**src/rtl/spi_pkg.sv**
```systemverilog
// Shared types and helpers for the parametrised SPI master.
package spi_pkg;

    // Transfer sequencer states.
    typedef enum logic [2:0] {
        ST_IDLE  = 3'd0,
        ST_SETUP = 3'd1,
        ST_SHIFT = 3'd2,
        ST_GAP   = 3'd3,
        ST_HOLD  = 3'd4
    } spi_state_t;

    // SPI modes encoded as {cpol, cpha}.
    localparam logic [1:0] MODE0 = 2'b00;
    localparam logic [1:0] MODE1 = 2'b01;
    localparam logic [1:0] MODE2 = 2'b10;
    localparam logic [1:0] MODE3 = 2'b11;

    // Width of the chip-select index; never narrower than one bit.
    function automatic int cs_width(input int num_cs);
        return (num_cs > 1) ? $clog2(num_cs) : 1;
    endfunction

endpackage

```
**src/rtl/spi_master_param_if.sv**
```systemverilog
// Host-side bus of the SPI master (register slave / TX FIFO side).
//
// Handshake: the host raises start with tx_data and the configuration
// valid. The core accepts start only while idle and not on its done cycle;
// acceptance is signalled one cycle later by a single-cycle tx_ack, with
// busy high from that cycle until the done cycle. done is a single-cycle
// pulse; rx_data is valid from done and held until the next done. A start
// seen while busy is dropped without tx_ack.
interface spi_master_param_if #(
    parameter int DATA_W = 32,
    parameter int DIV_W  = 8,
    parameter int CS_W   = 1
);
    logic              start;
    logic [DATA_W-1:0] tx_data;
    logic              cpol;
    logic              cpha;
    logic              lsb_first;
    logic              cs_toggle;
    logic [DIV_W-1:0]  clk_div;
    logic [CS_W-1:0]   cs_sel;
    logic              tx_ack;
    logic              busy;
    logic              done;
    logic [DATA_W-1:0] rx_data;

    modport master (
        output start, tx_data, cpol, cpha, lsb_first, cs_toggle, clk_div, cs_sel,
        input  tx_ack, busy, done, rx_data
    );

    modport slave (
        input  start, tx_data, cpol, cpha, lsb_first, cs_toggle, clk_div, cs_sel,
        output tx_ack, busy, done, rx_data
    );
endinterface

```
**src/rtl/spi_clk_gen.sv**
```systemverilog
// Half-period tick generator: while enabled, o_tick pulses every
// i_div+1 cycles. The counter restarts from zero whenever disabled.
module spi_clk_gen #(
    parameter int DIV_W = 8
) (
    input  logic             clk,
    input  logic             reset_n,
    input  logic [DIV_W-1:0] i_div,
    input  logic             i_en,
    output logic             o_tick
);

    logic [DIV_W-1:0] r_cnt;
    logic             w_tick;

    // Terminal count at i_div, so the counter never reaches past its width.
    assign w_tick = i_en && (r_cnt == i_div);
    assign o_tick = w_tick;

    // Count cycles within the current half period.
    always_ff @(posedge clk or negedge reset_n) begin
        if (!reset_n) begin
            r_cnt <= '0;
        end else if (!i_en || w_tick) begin
            r_cnt <= '0;
        end else begin
            r_cnt <= r_cnt + DIV_W'(1);
        end
    end

endmodule

```
**src/rtl/spi_master_param.sv**
```systemverilog
// Parametrised SPI master: runtime CPOL/CPHA, SCLK divider, bit order,
// multiple chip selects with optional release between characters.
module spi_master_param
    import spi_pkg::*;
#(
    parameter int DATA_W = 32,
    parameter int CHAR_W = 8,
    parameter int NUM_CS = 1,
    parameter int DIV_W  = 8
) (
    input  logic               clk,
    input  logic               reset_n,
    spi_master_param_if.slave  bus,
    output logic               o_sclk,
    output logic [NUM_CS-1:0]  o_ss_n,
    output logic               o_mosi,
    input  logic               i_miso,
    output spi_state_t         o_state
);

    localparam int CS_W = cs_width(NUM_CS);
    localparam int BW   = $clog2(DATA_W + 1);
    localparam int IW   = (DATA_W > 1) ? $clog2(DATA_W) : 1;
    localparam int CB   = $clog2(CHAR_W + 1);

    generate
        if (DATA_W % CHAR_W != 0) begin : g_bad_char_w
            $error("DATA_W must be a multiple of CHAR_W");
        end
    endgenerate

    spi_state_t        r_state;
    logic [DATA_W-1:0] r_tx;
    logic [DATA_W-1:0] r_rx;
    logic [DATA_W-1:0] r_rx_data;
    logic              r_cpol;
    logic              r_cpha;
    logic              r_lsb;
    logic              r_toggle;
    logic [DIV_W-1:0]  r_div;
    logic [CS_W-1:0]   r_cs_sel;
    logic [BW-1:0]     r_bit_cnt;
    logic [CB-1:0]     r_char_bit;
    logic              r_half;
    logic              r_sclk;
    logic [NUM_CS-1:0] r_ss_n;
    logic              r_mosi;
    logic              r_tx_ack;
    logic              r_busy;
    logic              r_done;

    logic              w_tick;
    logic              w_lead;
    logic [IW-1:0]     w_cur_idx;
    logic [IW-1:0]     w_nxt_idx;

    // Word bit position of the n-th bit on the wire.
    function automatic logic [IW-1:0] f_idx(input logic [BW-1:0] n, input logic lsb);
        logic [BW-1:0] m;
        m = lsb ? n : (BW'(DATA_W - 1) - n);
        return m[IW-1:0];
    endfunction

    // Active-low select pattern; an out-of-range index selects nothing.
    function automatic logic [NUM_CS-1:0] f_cs_low(input logic [CS_W-1:0] sel);
        logic [NUM_CS-1:0] v;
        v = '1;
        for (int i = 0; i < NUM_CS; i++) begin
            if (sel == CS_W'(i)) v[i] = 1'b0;
        end
        return v;
    endfunction

    spi_clk_gen #(.DIV_W(DIV_W)) u_clk_gen (
        .clk     (clk),
        .reset_n (reset_n),
        .i_div   (r_div),
        .i_en    (r_state != ST_IDLE),
        .o_tick  (w_tick)
    );

    assign w_cur_idx = f_idx(r_bit_cnt, r_lsb);
    assign w_nxt_idx = f_idx(r_bit_cnt + BW'(1), r_lsb);

    // A leading SCLK edge starts each bit: out of SETUP, out of GAP, or
    // after the second half of a bit that is not the last of its character.
    assign w_lead = w_tick && ((r_state == ST_SETUP) || (r_state == ST_GAP) ||
                    ((r_state == ST_SHIFT) && r_half &&
                     (r_bit_cnt != BW'(DATA_W)) && (r_char_bit != CB'(CHAR_W))));

    // Transfer sequencer with registered SPI pins and handshake outputs.
    always_ff @(posedge clk or negedge reset_n) begin
        if (!reset_n) begin
            r_state    <= ST_IDLE;
            r_tx       <= '0;
            r_rx       <= '0;
            r_rx_data  <= '0;
            r_cpol     <= 1'b0;
            r_cpha     <= 1'b0;
            r_lsb      <= 1'b0;
            r_toggle   <= 1'b0;
            r_div      <= '0;
            r_cs_sel   <= '0;
            r_bit_cnt  <= '0;
            r_char_bit <= '0;
            r_half     <= 1'b0;
            r_sclk     <= 1'b0;
            r_ss_n     <= '1;
            r_mosi     <= 1'b0;
            r_tx_ack   <= 1'b0;
            r_busy     <= 1'b0;
            r_done     <= 1'b0;
        end else begin
            r_tx_ack <= 1'b0;
            r_done   <= 1'b0;
            case (r_state)
                ST_IDLE: begin
                    r_sclk <= bus.cpol;
                    // No acceptance on the done cycle itself.
                    if (bus.start && !r_done) begin
                        r_tx       <= bus.tx_data;
                        r_cpol     <= bus.cpol;
                        r_cpha     <= bus.cpha;
                        r_lsb      <= bus.lsb_first;
                        r_toggle   <= bus.cs_toggle;
                        r_div      <= bus.clk_div;
                        r_cs_sel   <= bus.cs_sel;
                        r_rx       <= '0;
                        r_bit_cnt  <= '0;
                        r_char_bit <= '0;
                        r_half     <= 1'b0;
                        r_mosi     <= bus.lsb_first ? bus.tx_data[0] : bus.tx_data[DATA_W-1];
                        r_ss_n     <= f_cs_low(bus.cs_sel);
                        r_tx_ack   <= 1'b1;
                        r_busy     <= 1'b1;
                        r_state    <= ST_SETUP;
                    end
                end
                ST_SETUP: begin
                    if (w_tick) r_state <= ST_SHIFT;
                end
                ST_SHIFT: begin
                    if (w_tick) begin
                        if (!r_half) begin
                            // Trailing edge.
                            r_sclk     <= r_cpol;
                            r_half     <= 1'b1;
                            r_bit_cnt  <= r_bit_cnt + BW'(1);
                            r_char_bit <= r_char_bit + CB'(1);
                            if (r_cpha) begin
                                r_rx[w_cur_idx] <= i_miso;
                            end else if (r_bit_cnt != BW'(DATA_W - 1)) begin
                                r_mosi <= r_tx[w_nxt_idx];
                            end
                        end else if (r_bit_cnt == BW'(DATA_W)) begin
                            r_state <= ST_HOLD;
                        end else if (r_char_bit == CB'(CHAR_W)) begin
                            r_state    <= ST_GAP;
                            r_char_bit <= '0;
                            if (r_toggle) r_ss_n <= '1;
                        end
                    end
                end
                ST_GAP: begin
                    if (w_tick) begin
                        r_ss_n  <= f_cs_low(r_cs_sel);
                        r_state <= ST_SHIFT;
                    end
                end
                ST_HOLD: begin
                    if (w_tick) begin
                        r_ss_n    <= '1;
                        r_done    <= 1'b1;
                        r_busy    <= 1'b0;
                        r_rx_data <= r_rx;
                        r_state   <= ST_IDLE;
                    end
                end
                default: r_state <= ST_IDLE;
            endcase

            // Leading-edge actions shared by every entry into a bit.
            if (w_lead) begin
                r_sclk <= ~r_cpol;
                r_half <= 1'b0;
                if (r_cpha) begin
                    r_mosi <= r_tx[w_cur_idx];
                end else begin
                    r_rx[w_cur_idx] <= i_miso;
                end
            end
        end
    end

    assign o_sclk      = r_sclk;
    assign o_ss_n      = r_ss_n;
    assign o_mosi      = r_mosi;
    assign o_state     = r_state;
    assign bus.tx_ack  = r_tx_ack;
    assign bus.busy    = r_busy;
    assign bus.done    = r_done;
    assign bus.rx_data = r_rx_data;

endmodule
```
**src/flat_wrapper.sv**
```systemverilog
// flat-port wrapper written by rule: the top's interface ports become plain ports
module spi_master_param_flat import spi_pkg::*;
#(
    parameter int DATA_W = 32,
    parameter int CHAR_W = 8,
    parameter int NUM_CS = 1,
    parameter int DIV_W  = 8
)
  (clk, reset_n, o_sclk, o_ss_n, o_mosi, i_miso, o_state, bus_start, bus_tx_data, bus_cpol, bus_cpha, bus_lsb_first, bus_cs_toggle, bus_clk_div, bus_cs_sel, bus_tx_ack, bus_busy, bus_done, bus_rx_data);
  spi_master_param_if #(.DATA_W(DATA_W), .DIV_W(DIV_W)) bus_i ();
  input  logic clk;
  input  logic reset_n;
  output logic o_sclk;
  output logic [NUM_CS-1:0] o_ss_n;
  output logic o_mosi;
  input  logic i_miso;
  output spi_state_t o_state;
  input wire logic [$bits(bus_i.start)-1:0] bus_start;
  input wire logic [$bits(bus_i.tx_data)-1:0] bus_tx_data;
  input wire logic [$bits(bus_i.cpol)-1:0] bus_cpol;
  input wire logic [$bits(bus_i.cpha)-1:0] bus_cpha;
  input wire logic [$bits(bus_i.lsb_first)-1:0] bus_lsb_first;
  input wire logic [$bits(bus_i.cs_toggle)-1:0] bus_cs_toggle;
  input wire logic [$bits(bus_i.clk_div)-1:0] bus_clk_div;
  input wire logic [$bits(bus_i.cs_sel)-1:0] bus_cs_sel;
  output wire logic [$bits(bus_i.tx_ack)-1:0] bus_tx_ack;
  output wire logic [$bits(bus_i.busy)-1:0] bus_busy;
  output wire logic [$bits(bus_i.done)-1:0] bus_done;
  output wire logic [$bits(bus_i.rx_data)-1:0] bus_rx_data;
  assign bus_i.start = bus_start;
  assign bus_i.tx_data = bus_tx_data;
  assign bus_i.cpol = bus_cpol;
  assign bus_i.cpha = bus_cpha;
  assign bus_i.lsb_first = bus_lsb_first;
  assign bus_i.cs_toggle = bus_cs_toggle;
  assign bus_i.clk_div = bus_clk_div;
  assign bus_i.cs_sel = bus_cs_sel;
  assign bus_tx_ack = bus_i.tx_ack;
  assign bus_busy = bus_i.busy;
  assign bus_done = bus_i.done;
  assign bus_rx_data = bus_i.rx_data;
  spi_master_param #(.DATA_W(DATA_W), .CHAR_W(CHAR_W), .NUM_CS(NUM_CS), .DIV_W(DIV_W)) u_core (.clk(clk), .reset_n(reset_n), .bus(bus_i), .o_sclk(o_sclk), .o_ss_n(o_ss_n), .o_mosi(o_mosi), .i_miso(i_miso), .o_state(o_state));
endmodule
```
**config.mk**
```make
export PLATFORM = sky130hd
export DESIGN_NAME = spi_master_param_flat
export DESIGN_NICKNAME = d
export VERILOG_FILES = /design/src/rtl/spi_pkg.sv /design/src/rtl/spi_master_param_if.sv /design/src/rtl/spi_clk_gen.sv /design/src/rtl/spi_master_param.sv /design/src/flat_wrapper.sv
export SDC_FILE = /design/constraint.sdc
export NUM_CORES = 1
export LEC_CHECK = 0
export CAP_MARGIN = 20
export CELL_PAD_IN_SITES_DETAIL_PLACEMENT = 1
export CELL_PAD_IN_SITES_GLOBAL_PLACEMENT = 1
export CORE_MARGIN = 2
export CORE_UTILIZATION = 44
export CTS_CLUSTER_DIAMETER = 150
export DETAILED_ROUTE_END_ITERATION = 8
export PLACE_DENSITY = 0.86
export RECOVER_POWER = 25
export SYNTH_ARGS = -nofsm -noshare
export SYNTH_HDL_FRONTEND = slang
export SYNTH_SLANG_ARGS = --single-unit
```
**constraint.sdc**
```tcl
create_clock -name clk -period 4.3 [get_ports clk]
set_clock_uncertainty 0.15 [all_clocks]
set_input_delay 0.86 -clock clk [delete_from_list [all_inputs] [get_ports clk]]
set_output_delay 0.86 -clock clk [all_outputs]
set_load 0.005 [all_outputs]
```
# After elaboration in Yosys (flattened, before gate mapping)

Cells that the tools add are included.

Equal/unequal tests: 26
Bitwise operators: 1
Multiplexer cells: 70
$add $sub $neg: 5
$lt $le $gt $ge: 3
Reduce and logical (&&, ||, !) cells: 28

Operator list:

| kind                | number |
|---|---|
| $mux 32             | 6 |
| $bwmux 32           | 2 |
| $pmux 32 s2         | 1 |
| $mux 1              | 32 |
| $mux 3              | 7 |
| $mux 4              | 5 |
| $mux 6              | 3 |
| $lt 5x6->1 const B  | 2 |
| $ne 2x2->1 const B  | 6 |
| $ne 3x3->1 const B  | 4 |
| $pmux 3 s4          | 1 |
| $pmux 6 s2          | 1 |
| $bmux 1 s5          | 2 |
| $mux 5              | 2 |
| $sub 5x5->5 const A | 2 |
| $reduce_and 3->1    | 3 |
| $reduce_and 9->1    | 1 |
| $add 8x1->8 const B | 1 |
| $eq 8x8->1          | 1 |
| $mux 8              | 1 |
| $ne 2x1->1 const B  | 4 |
| $pmux 1 s2          | 4 |
| $pmux 4 s2          | 1 |
| $logic_and 1x1->1   | 7 |
| 27 further kinds    | 34 |

Input bits: 49
Word-level logic and storage cells: 153
Output and inout bits: 41
Register bits after elaboration: 137

# Logic depth before layout (Yosys ltp)

Gate-level depths: netlist of run 1.

Depth after elaboration: 14
Gate-level depth with buffers: 11
Gate-level depth less buffers: 8

# Cells and area by module

Synthesis of run 1 repeated with hierarchy kept, for this count alone.

Cells, all modules: 827
Area, all modules: 8369.3 sq um

By module, submodules not included:

| module           | area each (sq um) | instances | cells an instance | sequential area each (sq um) |
|---|---|---|---|---|
| spi_master_param | 7868.8            | 1         | 781               | 3229.3 |
| spi_clk_gen      | 500.5             | 1         | 46                | 200.2 |

# Worst setup path after synthesis of run 1

No wires, ideal clock.

Kind: register to register
Start point: register u_core.r_bit_cnt[1]
End point: register u_core.r_mosi, in the netlist u_core.o_mosi
Setup slack: 1.275 ns
Data required time: 4.010 ns
Library setup time: 0.140 ns
Stages on the path, launching flop included: 11
Period minus slack after synthesis: 3.025 ns
Arrival: 2.734 ns
Path buffers: 2
Cells stage by stage: dfrtp_1 clkbuf_1 clkbuf_1 inv_1 ha_1 xnor2_2 mux4_2 mux2i_1 a32oi_1 nand4_1 a22oi_1

Cells in the longest elaborated chain, start to end: 12
Elaborated cells on any way between the ends: 22
Those cells by class: 3 x add/sub; 2 x eq/ne; 13 x mux; 4 x reduce/logical

Ends and longest elaborated chain:

| item                         | RTL line                | text |
|---|---|---|
| start: declaration           | spi_master_param.sv:42  | `logic [BW-1:0] r_bit_cnt;` |
| start signal: assignment     | spi_master_param.sv:148 | `r_bit_cnt <= r_bit_cnt + BW'(1);` |
| $add 6x1->6                  | spi_master_param.sv:83  | `assign w_nxt_idx = f_idx(r_bit_cnt + BW'(1), r_lsb);` |
| $sub 5x5->5                  | spi_master_param.sv:60  | `m = lsb ? n : (BW'(DATA_W - 1) - n);` |
| $mux 5                       | spi_master_param.sv:60  |  |
| $bmux 1 s5                   | spi_master_param.sv:153 | `r_mosi <= r_tx[w_nxt_idx];` |
| $mux 1 (implied by the code) | spi_master_param.sv:153 |  |
| $mux 1                       | spi_master_param.sv:152 | `end else if (r_bit_cnt != BW'(DATA_W - 1)) begin` |
| $mux 1                       | spi_master_param.sv:150 | `if (r_cpha) begin` |
| $mux 1                       | spi_master_param.sv:144 | `if (!r_half) begin` |
| $mux 1                       | spi_master_param.sv:143 | `if (w_tick) begin` |
| $pmux 1 s2                   | spi_master_param.sv:116 | `case (r_state)` |
| $mux 1                       | spi_master_param.sv:186 | `if (r_cpha) begin` |
| $mux 1 *                     | spi_master_param.sv:183 | `if (w_lead) begin` |
| end signal: assignment       | spi_master_param.sv:132 | `r_mosi <= bus.lsb_first ? bus.tx_data[0] : bus.tx_data[DATA_W-1];` |
| end signal: assignment       | spi_master_param.sv:153 |  |
| end signal: assignment       | spi_master_param.sv:187 | `r_mosi <= r_tx[w_cur_idx];` |
| end: declaration             | spi_master_param.sv:47  | `logic r_mosi;` |

Every way passes the cells marked *; elsewhere a longest branch is shown, timed or not. The select of a mux whose other input is x is not followed.
A chain may end at the register's enable or synchronous reset.

# Final worst setup path of run 1

Start point: register u_core.r_bit_cnt[0]
End point: register u_core.r_rx[29]

Cells in the longest elaborated chain, start to end: 14
Elaborated cells on any way between the ends: 20
Those cells by class: 1 x add/sub; 2 x order compare; 1 x eq/ne; 11 x mux; 5 x reduce/logical

Ends and longest elaborated chain:

| item                                                           | RTL line                                         | text |
|---|---|---|
| $sub 5x5->5                                                    | spi_master_param.sv:60                           |  |
| $mux 5                                                         | spi_master_param.sv:60                           |  |
| $lt 5x6->1 (implied by the code) or $ge 5x1->1 (tied branches) | spi_master_param.sv:151, spi_master_param.sv:189 |  |
| $logic_and 1x1->1 (implied by the code)                        | spi_master_param.sv:151, spi_master_param.sv:189 |  |
| $mux 1 (implied by the code)                                   | spi_master_param.sv:151, spi_master_param.sv:189 |  |
| $demux 1 s5                                                    | -                                                |  |
| $bwmux 32                                                      | spi_master_param.sv:151                          | `r_rx[w_cur_idx] <= i_miso;` |
| $mux 32                                                        | spi_master_param.sv:150                          |  |
| $mux 32                                                        | spi_master_param.sv:144                          |  |
| $mux 32                                                        | spi_master_param.sv:143                          |  |
| $pmux 32 s2                                                    | spi_master_param.sv:116                          |  |
| $bwmux 32                                                      | spi_master_param.sv:189                          | `r_rx[w_cur_idx] <= i_miso;` |
| $mux 32                                                        | spi_master_param.sv:186                          |  |
| $mux 32 *                                                      | spi_master_param.sv:183                          |  |
| end signal: indexed assignment                                 | spi_master_param.sv:151                          |  |
| end signal: indexed assignment                                 | spi_master_param.sv:189                          |  |
| end: declaration                                               | spi_master_param.sv:34                           | `logic [DATA_W-1:0] r_rx;` |

Every way passes the cells marked *; elsewhere a longest branch is shown, timed or not.

==> results.yml, run 1 <==
outcome:
  outcome: "complete, no violations"
power:
  peakVddDrop_uv: 337
  combPwrFrac: 0.361
  p_per_area_nw_per_um2: 599
  leakage_nw: 4.33
  p_int_mw: 3.53
  seqPwrFrac: 0.376
  switchingPower_mw: 2.30
  pwr-share-clk: 0.263
  sw_frac_of_total: 0.395
setup_path:
  critPathArrivalTime_ns: 3.47
  critPathCaptureType: "flip-flop"
  crit_fanout: 12
  critPathKind: "flip-flop to flip-flop"
  worstPathRequired_ns: 4.47
  critPathSlowestCell: "dfrtp_1"
  max_stage_delay_ns: 0.61
  worst_setup_path_start_kind: "flip-flop"
  path_cells: "inv_1 -> ha_1 -> nand3b_1 -> o2111a_1 -> o2111a_1 -> nor3b_2 -> nand2_1 -> o21a_1"
  path_common_cell: "o2111a_1"
synthesis:
  synth_top_cells_by_count: "nand2_1 (174), dfrtp_1 (136), mux2i_1 (53)"
  netlist_top_cells_area: "dfrtp_1 (42%), nand2_1 (8.1%), mux2i_1 (6.6%)"
  yosys_most_used_dff: "dfrtp_1"
  yosys.area.top_type_share: 0.422
  synthCells: 834
  synth-edff-count: 0
  synth_nets: 888
  synth_most_common_cell: "nand2_1"
  syn_area_um2: 8070
  yosysTopAreaCell: "dfrtp_1"
  ys_types: 67
  seq_area_frac_synth: 0.425
  synth_area_per_cell_um2: 9.68
  ys_ff_latch: 137
  yosysWarnings: 0
  async_reset_ff_frac: 1.00
clocking:
  clk_pin_slew_ns: 0.06
  cts_tree: "done"
  cts_buffer_depth: 2
  clk-insertion-delay-late_ns: 0.43
  cts.sinks: 137
  post_cts_buffers: 0
  cts_buffers: 17
  cts_max_level: 4
  cts_resized: 0
  postCtsHoldBufs: 0
  root_buffer: "clkbuf_16"
die:
  initial_core_util: 0.449
  die_x_um: 139
  core_area_um2: 18000
  die_y_um: 139
  die_area_um2: 19400
  ios: 90
  fp-row-count: 49
drt:
  drcViolationCount: 0
  viasPerCell: 6.08
  drtPass1Iterations: 5
  vias: 6957
  drtAntennaViolNets: 0
  drt_iter0_drc: 433
  drt-total-wl_um: 23800
  wl_per_cell_um: 20.8
placement:
  dp_hpwl_um: 15600
  place_congestion: 0.843
  postPlaceCellArea_um2: 9110
  io_buffers: 89
final_layout:
  syn_to_final_growth_pct: 20.7
  postLayoutCellArea_um2: 9750
  drive_gt1_frac: 0.113
  antenna-diode-count: 0
  nNetsFinal: 956
global_route:
  antenna_found_initial: 0
  grt_pass1_wl_um: 38800
  grt_max_degree: 112
  grtUsageTotal: 0.249
  grt_pass1_vias: 7342
  gr-total-overflow: 0
timing:
  worstMarginPinSlew_ns: 1.42
  finalCritPeriodShare: 0.766
  clock.fmax_ghz: 0.304
  rsz0062_at_grt: "no"
  timing.setup.tns_ns: 0
  min_period_ns: 3.29
  setup_viol: 0
  maxSlewHeadroom: 0.0544
  drv_slew: 0
  hold_viol: 0
min_path:
  hold_path.class: "flip-flop to flip-flop"
run:
  cap_viol_max_count: 0
state kept, by name (all words and copies together), names as in the netlist, 3 cells and up:
name / flops
u_core.u_clk_gen.r_cnt: 8
u_core.r_char_bit: 4
u_core.r_div: 8
u_core.r_rx: 32
u_core.o_state: 3
u_core.bus.rx_data: 32
u_core.r_tx: 32
u_core.r_bit_cnt: 6
routing by layer:
metal  GRT usage  vias up  wire, um
met5           0        -         0
met4       0.101        0       617
met3      0.0447       53      1070
met2       0.426      201     12100
met1       0.312     3532     10100
li1            -     3171         -
critical path: cells and delay by family (launching register included):
| family | cells | cell delay, ns |
|---|---|---|
| AOI/OAI and AO/OA | 3 | 0.96 |
| and+or+nand+nor | 3 | 0.95 |
| DFF | 1 | 0.61 |
| adders and majority gates | 1 | 0.27 |
| buffers and inverters | 1 | 0.25 |
metrics by stage:
stage | hold slack (ns) | cells | total power, mW | util | setup WS [ns]
after global placement | 0.311 | 1111 | 4.12 | 0.507 | 1.10
after detailed placement | 0.323 | 1111 | 4.26 | 0.507 | 1.04
after floorplan | 0.296 | 834 | 3.58 | - | 1.28
final | 0.335 | 1144 | 5.84 | 0.543 | 1.01
after CTS | 0.338 | 1143 | 5.85 | 0.542 | 1.04
after global routing | 0.361 | 1144 | 6.17 | 0.543 | 0.800
kinds of logic (layout without fill, tap and decap cells):
kind of cell | count (synthesis) | in the layout | synth area share
buf+inv | 77 | 158 | 0.0423
flops | 137 | 137 | 0.425
compound gates | 172 | 172 | 0.156
simple gates | 320 | 320 | 0.189
xor+xnor | 29 | 29 | 0.0341
fa+ha+maj | 5 | 5 | 0.00775
mux | 94 | 94 | 0.146
path summary, 6_finish.rpt:
check	from	to	slack (ns)	cells past startpoint
min reg2reg	u_core.r_cs_sel	u_core.r_cs_sel	0.33	2
max in group asynchronous	reset_n	u_core.r_tx[6]	2.07	2
min in group asynchronous	reset_n	u_core.r_tx[21]	0.60	1
max reg2reg	u_core.r_bit_cnt[0]	u_core.r_rx[29]	1.01	8
max	u_core.r_bit_cnt[0]	u_core.r_rx[29]	1.01	8
min	u_core.r_cs_sel	u_core.r_cs_sel	0.33	2
power by group through the flow:
| stage | Combinational (mW) | Sequential [mW] | Clock, mW |
|---|---|---|---|
| finish | 2.11 | 2.20 | 1.54 |
| global route | 2.31 | 2.25 | 1.61 |
| CTS | 2.10 | 2.19 | 1.56 |
| detailed placement | 2.06 | 2.20 | 0 |
| global placement | 1.96 | 2.17 | 0 |
| floorplan | 1.61 | 1.97 | 0 |
layout by cell type (no fill, tap or decap), drive strengths merged, types with 12 or more instances in the layout:
master and count:
a22oi 12, buf 17, clkbuf 23, clkdlybuf4s50 88, dfrtp 136, inv 20
mux2 34, mux2i 53, nand2 175, nand3 20, nand4 35, nor2 36
o21a 32, o21ai 29, o221ai 38, xnor2 12, xor2 16
cell type report:
| class | count | area [um2] |
|---|---|---|
| tap | 229 | 287 |
| inverter | 19 | 71.3 |
| clock buffer | 21 | 470 |
| clock inverter | 11 | 144 |
| timing repair buffer | 107 | 1040 |
| multi-input combinational | 620 | 4310 |
| sequential | 137 | 3430 |
| fill | 1957 | 8220 |
Power figures use the tool's default switching activity.
==> inputs of run 2 (changes only) <==
- CORE_UTILIZATION: 44 -> 40
- PLACE_DENSITY: 0.86 -> 0.83
- clock period: 4.3 -> 3 ns (I/O delays scaled with it)
==> results.yml, run 2 (synthesis results as in run 1) <==
timing:
  clock.fmax_ghz: 0.357
  setup_viol: 0
  timing.setup.tns_ns: 0
  finalCritPeriodShare: 0.935
  min_period_ns: 2.80
  worstMarginPinSlew_ns: 1.05
  drv_slew: 0
  hold_viol: 0
  rsz0062_at_grt: "no"
  maxSlewHeadroom: 0.298
power:
  p_int_mw: 5.13
  combPwrFrac: 0.377
  switchingPower_mw: 3.46
  sw_frac_of_total: 0.402
  p_per_area_nw_per_um2: 859
  pwr-share-clk: 0.260
  peakVddDrop_uv: 483
  leakage_nw: 4.45
  seqPwrFrac: 0.363
drt:
  drtPass1Iterations: 5
  wl_met3_um: 1060
  vias: 7109
  drcViolationCount: 0
  drt-total-wl_um: 25200
  drt_iter0_drc: 569
  wl_per_cell_um: 21.0
  dr_wl_met2_um: 12800
  dr.max_layer_used: "met4"
  wl_met1_um: 10800
  viasPerCell: 5.91
  drtAntennaViolNets: 0
setup_path:
  worst_setup_path_start_kind: "flip-flop"
  critPathArrivalTime_ns: 3.02
  worstPathRequired_ns: 3.22
  worstRegToRegCells: 8
  critPathCaptureType: "flip-flop"
  critPathKind: "flip-flop to flip-flop"
  crit_fanout: 38
clocking:
  root_buffer: "clkbuf_16"
  cts.sinks: 137
  post_cts_buffers: 0
  clk-insertion-delay-late_ns: 0.43
  clk_pin_slew_ns: 0.06
  cts_max_level: 4
  cts_buffer_depth: 2
  cts_buffers: 17
  cts_tree: "done"
outcome:
  outcome: "complete, no violations"
global_route:
  antenna_found_initial: 0
  grt_max_degree: 70
  grt_pass1_wl_um: 41500
  gr-total-overflow: 0
  grt_pass1_vias: 7436
  grtUsageTotal: 0.243
final_layout:
  antenna-diode-count: 0
  final_common_cell: "nand2_1"
  drive_gt1_frac: 0.138
  layout_common_cells: "nand2_1 (174), dfrtp_1 (136), clkdlybuf4s50_1 (88)"
  final_util: 0.509
  syn_to_final_growth_pct: 23.9
  nNetsFinal: 979
die:
  die_x_um: 146
  die_y_um: 146
  die_area_um2: 21300
  ios: 90
  initial_core_util: 0.411
  core_area_um2: 19700
  fp-row-count: 51
placement:
  place_congestion: 0.851
  io_buffers: 89
  dp_hpwl_um: 17200
run:
  cap_viol_max_count: 0
min_path:
  hold_path.class: "flip-flop to flip-flop"
  hold_depth: 2
-- run 2: cell count changes in the layout (fill, tap and decap cells not counted), sizes merged --
cell | before | now
inv | 20 | 24
clkinv | 3 | 4
dlygate4sd3 | 0 | 1
clkbuf | 23 | 18
clkinvlp | 4 | 3
buf | 17 | 40
-- run 2: metal layers --
metal	vias up	GRT usage
met1	3607	0.315
li1	3224	-
met4	0	0.0830
met2	228	0.416
met5	-	0
met3	50	0.0388
-- run 2: power groups by stage --
stage | sequential [mW] | clock [mW] | combinational [mW]
final | 3.12 | 2.23 | 3.24
after floorplan | 2.82 | 0 | 2.32
after global routing | 3.18 | 2.34 | 3.56
after detailed placement | 3.13 | 0 | 3.14
after global placement | 3.07 | 0 | 2.99
after CTS | 3.10 | 2.26 | 3.21
-- run 2: path summary, 6_finish.rpt --
path | startpoint | endpoint | slack, ns
worst min-delay path | u_core.r_div[7] | u_core.r_div[7] | 0.35
worst min register to register | u_core.r_div[7] | u_core.r_div[7] | 0.35
worst max-delay path | u_core.u_clk_gen.r_cnt[0] | u_core.r_rx[6] | 0.20
max in group asynchronous | reset_n | u_core.r_rx[13] | 0.93
worst max register to register | u_core.u_clk_gen.r_cnt[0] | u_core.r_rx[6] | 0.20
min in group asynchronous | reset_n | u_core.r_char_bit[1] | 0.74
-- run 2: critical path: stages (launching register included) --
cell	delay (ns)
dfrtp_1	0.46
xor2_1	0.20
nor4_4	0.32
buf_6	0.31
o2111a_1	0.26
buf_4	0.18
nand3_1	0.35
o221ai_1	0.32
o21a_1	0.17
-- run 2: per-stage QoR --
| step | std cells | setup WS [ns] | power [mW] | cell area, um2 | hold WS [ns] |
|---|---|---|---|---|---|
| finish | 1203 | 0.195 | 8.59 | 10000 | 0.351 |
| global route | 1203 | 0.0352 | 9.08 | 10000 | 0.381 |
| CTS | 1203 | 0.0125 | 8.57 | 10000 | 0.353 |
| detailed placement | 1170 | 0.128 | 6.27 | 9370 | 0.337 |
| global placement | 1170 | 0.274 | 6.05 | 9370 | 0.309 |
| floorplan | 834 | 0.0712 | 5.15 | 8090 | 0.154 |
-- run 2: timing repair --
| item | CTS | global route |
|---|---|---|
| gates resized for setup | 0 | 3 |
| endpoints found under the hold margin | 38 | 0 |
| hold buffers | 1 | 0 |
| setup endpoints to repair | 0 | 15 |
-- run 2: layout make-up --
cell class / count / area [um2]
clock inverter: 15 / 193
clock buffer: 17 / 425
sequential: 137 / 3430
multi-input combinational: 620 / 4320
inverter: 19 / 71.3
fill: 2255 / 9650
timing repair buffer: 130 / 1230
tap: 265 / 332
==> inputs of run 3 (changes only) <==
- HOLD_SLACK_MARGIN: default -> 0.03
==> results of run 3 <==
Same layout as run 2: the final DEF is identical, and so are final timing and power.
==> patch, RTL diff (settings of run 2) <==
Compare `r_bit_cnt` against `BW'(DATA_W)` with >= in place of ==.
--- a/src/rtl/spi_master_param.sv
+++ b/src/rtl/spi_master_param.sv
@@ -153,5 +153,5 @@
                                 r_mosi <= r_tx[w_nxt_idx];
                             end
-                        end else if (r_bit_cnt == BW'(DATA_W)) begin
+                        end else if (r_bit_cnt >= BW'(DATA_W)) begin
                             r_state <= ST_HOLD;
                         end else if (r_char_bit == CB'(CHAR_W)) begin
Function: no difference found for any inputs over 10 cycles, from zero or initial values and one cycle with reset_n low; that may be too few to reach the edited logic, so the function may still have changed.
==> patch against run 2 <==
The run now ends with max-capacitance violations, max-slew violations left. Design area decreased by 1.4%. Utilization is 0.40 points lower. Critical path depth is 1 higher. Power up 4.2%. Worst setup slack got worse by 15 ps. Sequential cell count did not move. Area after synthesis down 1.4%. Routed wire length decreased by 1.8%. Largest cell class unchanged. Highest routed layer unchanged.
==> patch: results (changes against run 2) <==
[sta]
tightestPinTransition_ps = 2050  ; was 1050 ps
hold_ws_ps = 325  ; was 351 ps
finalMaxSlewViolations = 73  ; was 0

[critical_path]
worstSetupStartpoint = u_core.r_bit_cnt[1]  ; was u_core.u_clk_gen.r_cnt[0]
critPathSlowestCell = mux4_2  ; was dfrtp_1
crit-reg2reg-capture = u_core.o_mosi  ; was u_core.r_rx[6]
crit_family = multiplexers  ; was compound AO/OA/AOI/OAI gates
max_stage_delay_ps = 500  ; was 460 ps
worstPathMaxFanout = 10  ; was 38
worst_ep_arrival_time_ps = 2970  ; was 3020 ps
reg2reg_depth = 9  ; was 8

[layout]
signal_buffers = 124  ; was 130
stdcell_count = 1248  ; was 1203
drive_above_1_share = 0.117  ; was 0.138
num-multi-input-gates = 681  ; was 620
multi_input_area_sq_mm = 0.00428  ; was 0.00432 sq mm
inverters = 10  ; was 19
final-clk-cell-share = 0.0608  ; was 0.0618
nets = 1025  ; was 979
fill_cells = 2294  ; was 2255
n_sequential_cell = 137  ; unchanged
buf_share = 0.120  ; was 0.123

[synth]
yosysSeqAreaShare = 0.431  ; was 0.425
synthTopCellsByArea = dfrtp_1 43%, nand2_1 13%, a22oi_1 7.5%, mux4_2 4.5%, o221ai_1 3.5%  ; was dfrtp_1 42%, nand2_1 8.1%, mux2i_1 6.6%, mux2_4 5.4%, o221ai_1 4.1%
netlist_top_cells_count = 266 x nand2_1, 136 x dfrtp_1, 79 x a22oi_1, 55 x nor2_1, 32 x o221ai_1  ; was 174 x nand2_1, 136 x dfrtp_1, 53 x mux2i_1, 38 x o221ai_1, 36 x nor2_1
synth_compound_area_frac = 0.187  ; was 0.156
ys_types = 63  ; was 67
synth.net_count = 934  ; was 888
syn_area_per_cell_sq_um = 9.05  ; was 9.68 sq um
synthMuxAreaShare = 0.0806  ; was 0.146
yosys.area_share.adder = 0.00786  ; was 0.00775
synth_xor_area_frac = 0.0305  ; was 0.0341

[routing]
drt_iter0_drc = 696  ; was 569
wire_per_inst_um = 19.9  ; was 21.0 um
via_count = 7388  ; was 7109

[grt]
antenna_found_initial = 0  ; unchanged
grt_max_degree = 75  ; was 70
grt_pass1_vias = 7870  ; was 7436
grt_use_met3 = 0.0434  ; was 0.0388
grt_pass1_wl_um = 41200  ; was 41500 um
use_met1 = 0.309  ; was 0.315
grtUsageTotal = 0.242  ; was 0.243
use_met2 = 0.407  ; was 0.416

[status]
violations = max-capacitance violations, max-slew violations
status = finished with violations  ; was finished clean

[power_and_ir_drop]
powerDensity_mw_per_mm2 = 908  ; was 859 mW/mm^2
p_leak_uw = 0.00452  ; was 0.00445 uW
irDropWorstVdd_mv = 0.537  ; was 0.483 mV

[hold_path]
holdPathEnd = u_core.bus.rx_data[12]  ; was u_core.r_div[7]
hp-start = u_core.bus.rx_data[12]  ; was u_core.r_div[7]

[place]
routabilityCongestion = 0.863  ; was 0.851
place_ws_ps = 239  ; was 128 ps
dp_hpwl_um = 16900  ; was 17200 um
place_area_sq_mm = 0.00924  ; was 0.00937 sq mm
io_buffers = 89  ; unchanged

[job]
drv_cap = 1  ; was 0

==> patch: cell count changes after synthesis, moves of 19 or more <==
cell / delta
nand2_1: +92
o21a_1: -28
mux2_4: -29
nand4_1: -31
nor2_1: +19
mux2i_1: -41
a22oi_1: +67
==> patch: worst max-delay path by stage <==
stage / endpoint / slack, ps
floorplan: u_core.o_mosi / 20
global placement: u_core.o_mosi / 300
detailed placement: u_core.o_mosi / 240
CTS: u_core.o_mosi / 200
global route: u_core.o_mosi / 30
finish: u_core.o_mosi / 180
==> patch: power by group <==
part	switching, uW	internal (uW)	leakage, uW	total (uW)
registers	613	2310	0.00180	2920
clock network	866	1310	0.000282	2170
logic	2190	1670	0.00244	3860
total	3660	5290	0.00452	8950
==> patch: metal layers <==
metal / vias up / share of wire
li1: 3353 / -
met1: 3696 / 0.42
met2: 280 / 0.50
met3: 59 / 0.055
met4: 0 / 0.027
met5: - / 0
==> patch: repair_timing <==
action,CTS,global route
hold endpoints to repair,0,0
resized for setup,0,2
endpoints found under the setup margin,0,1
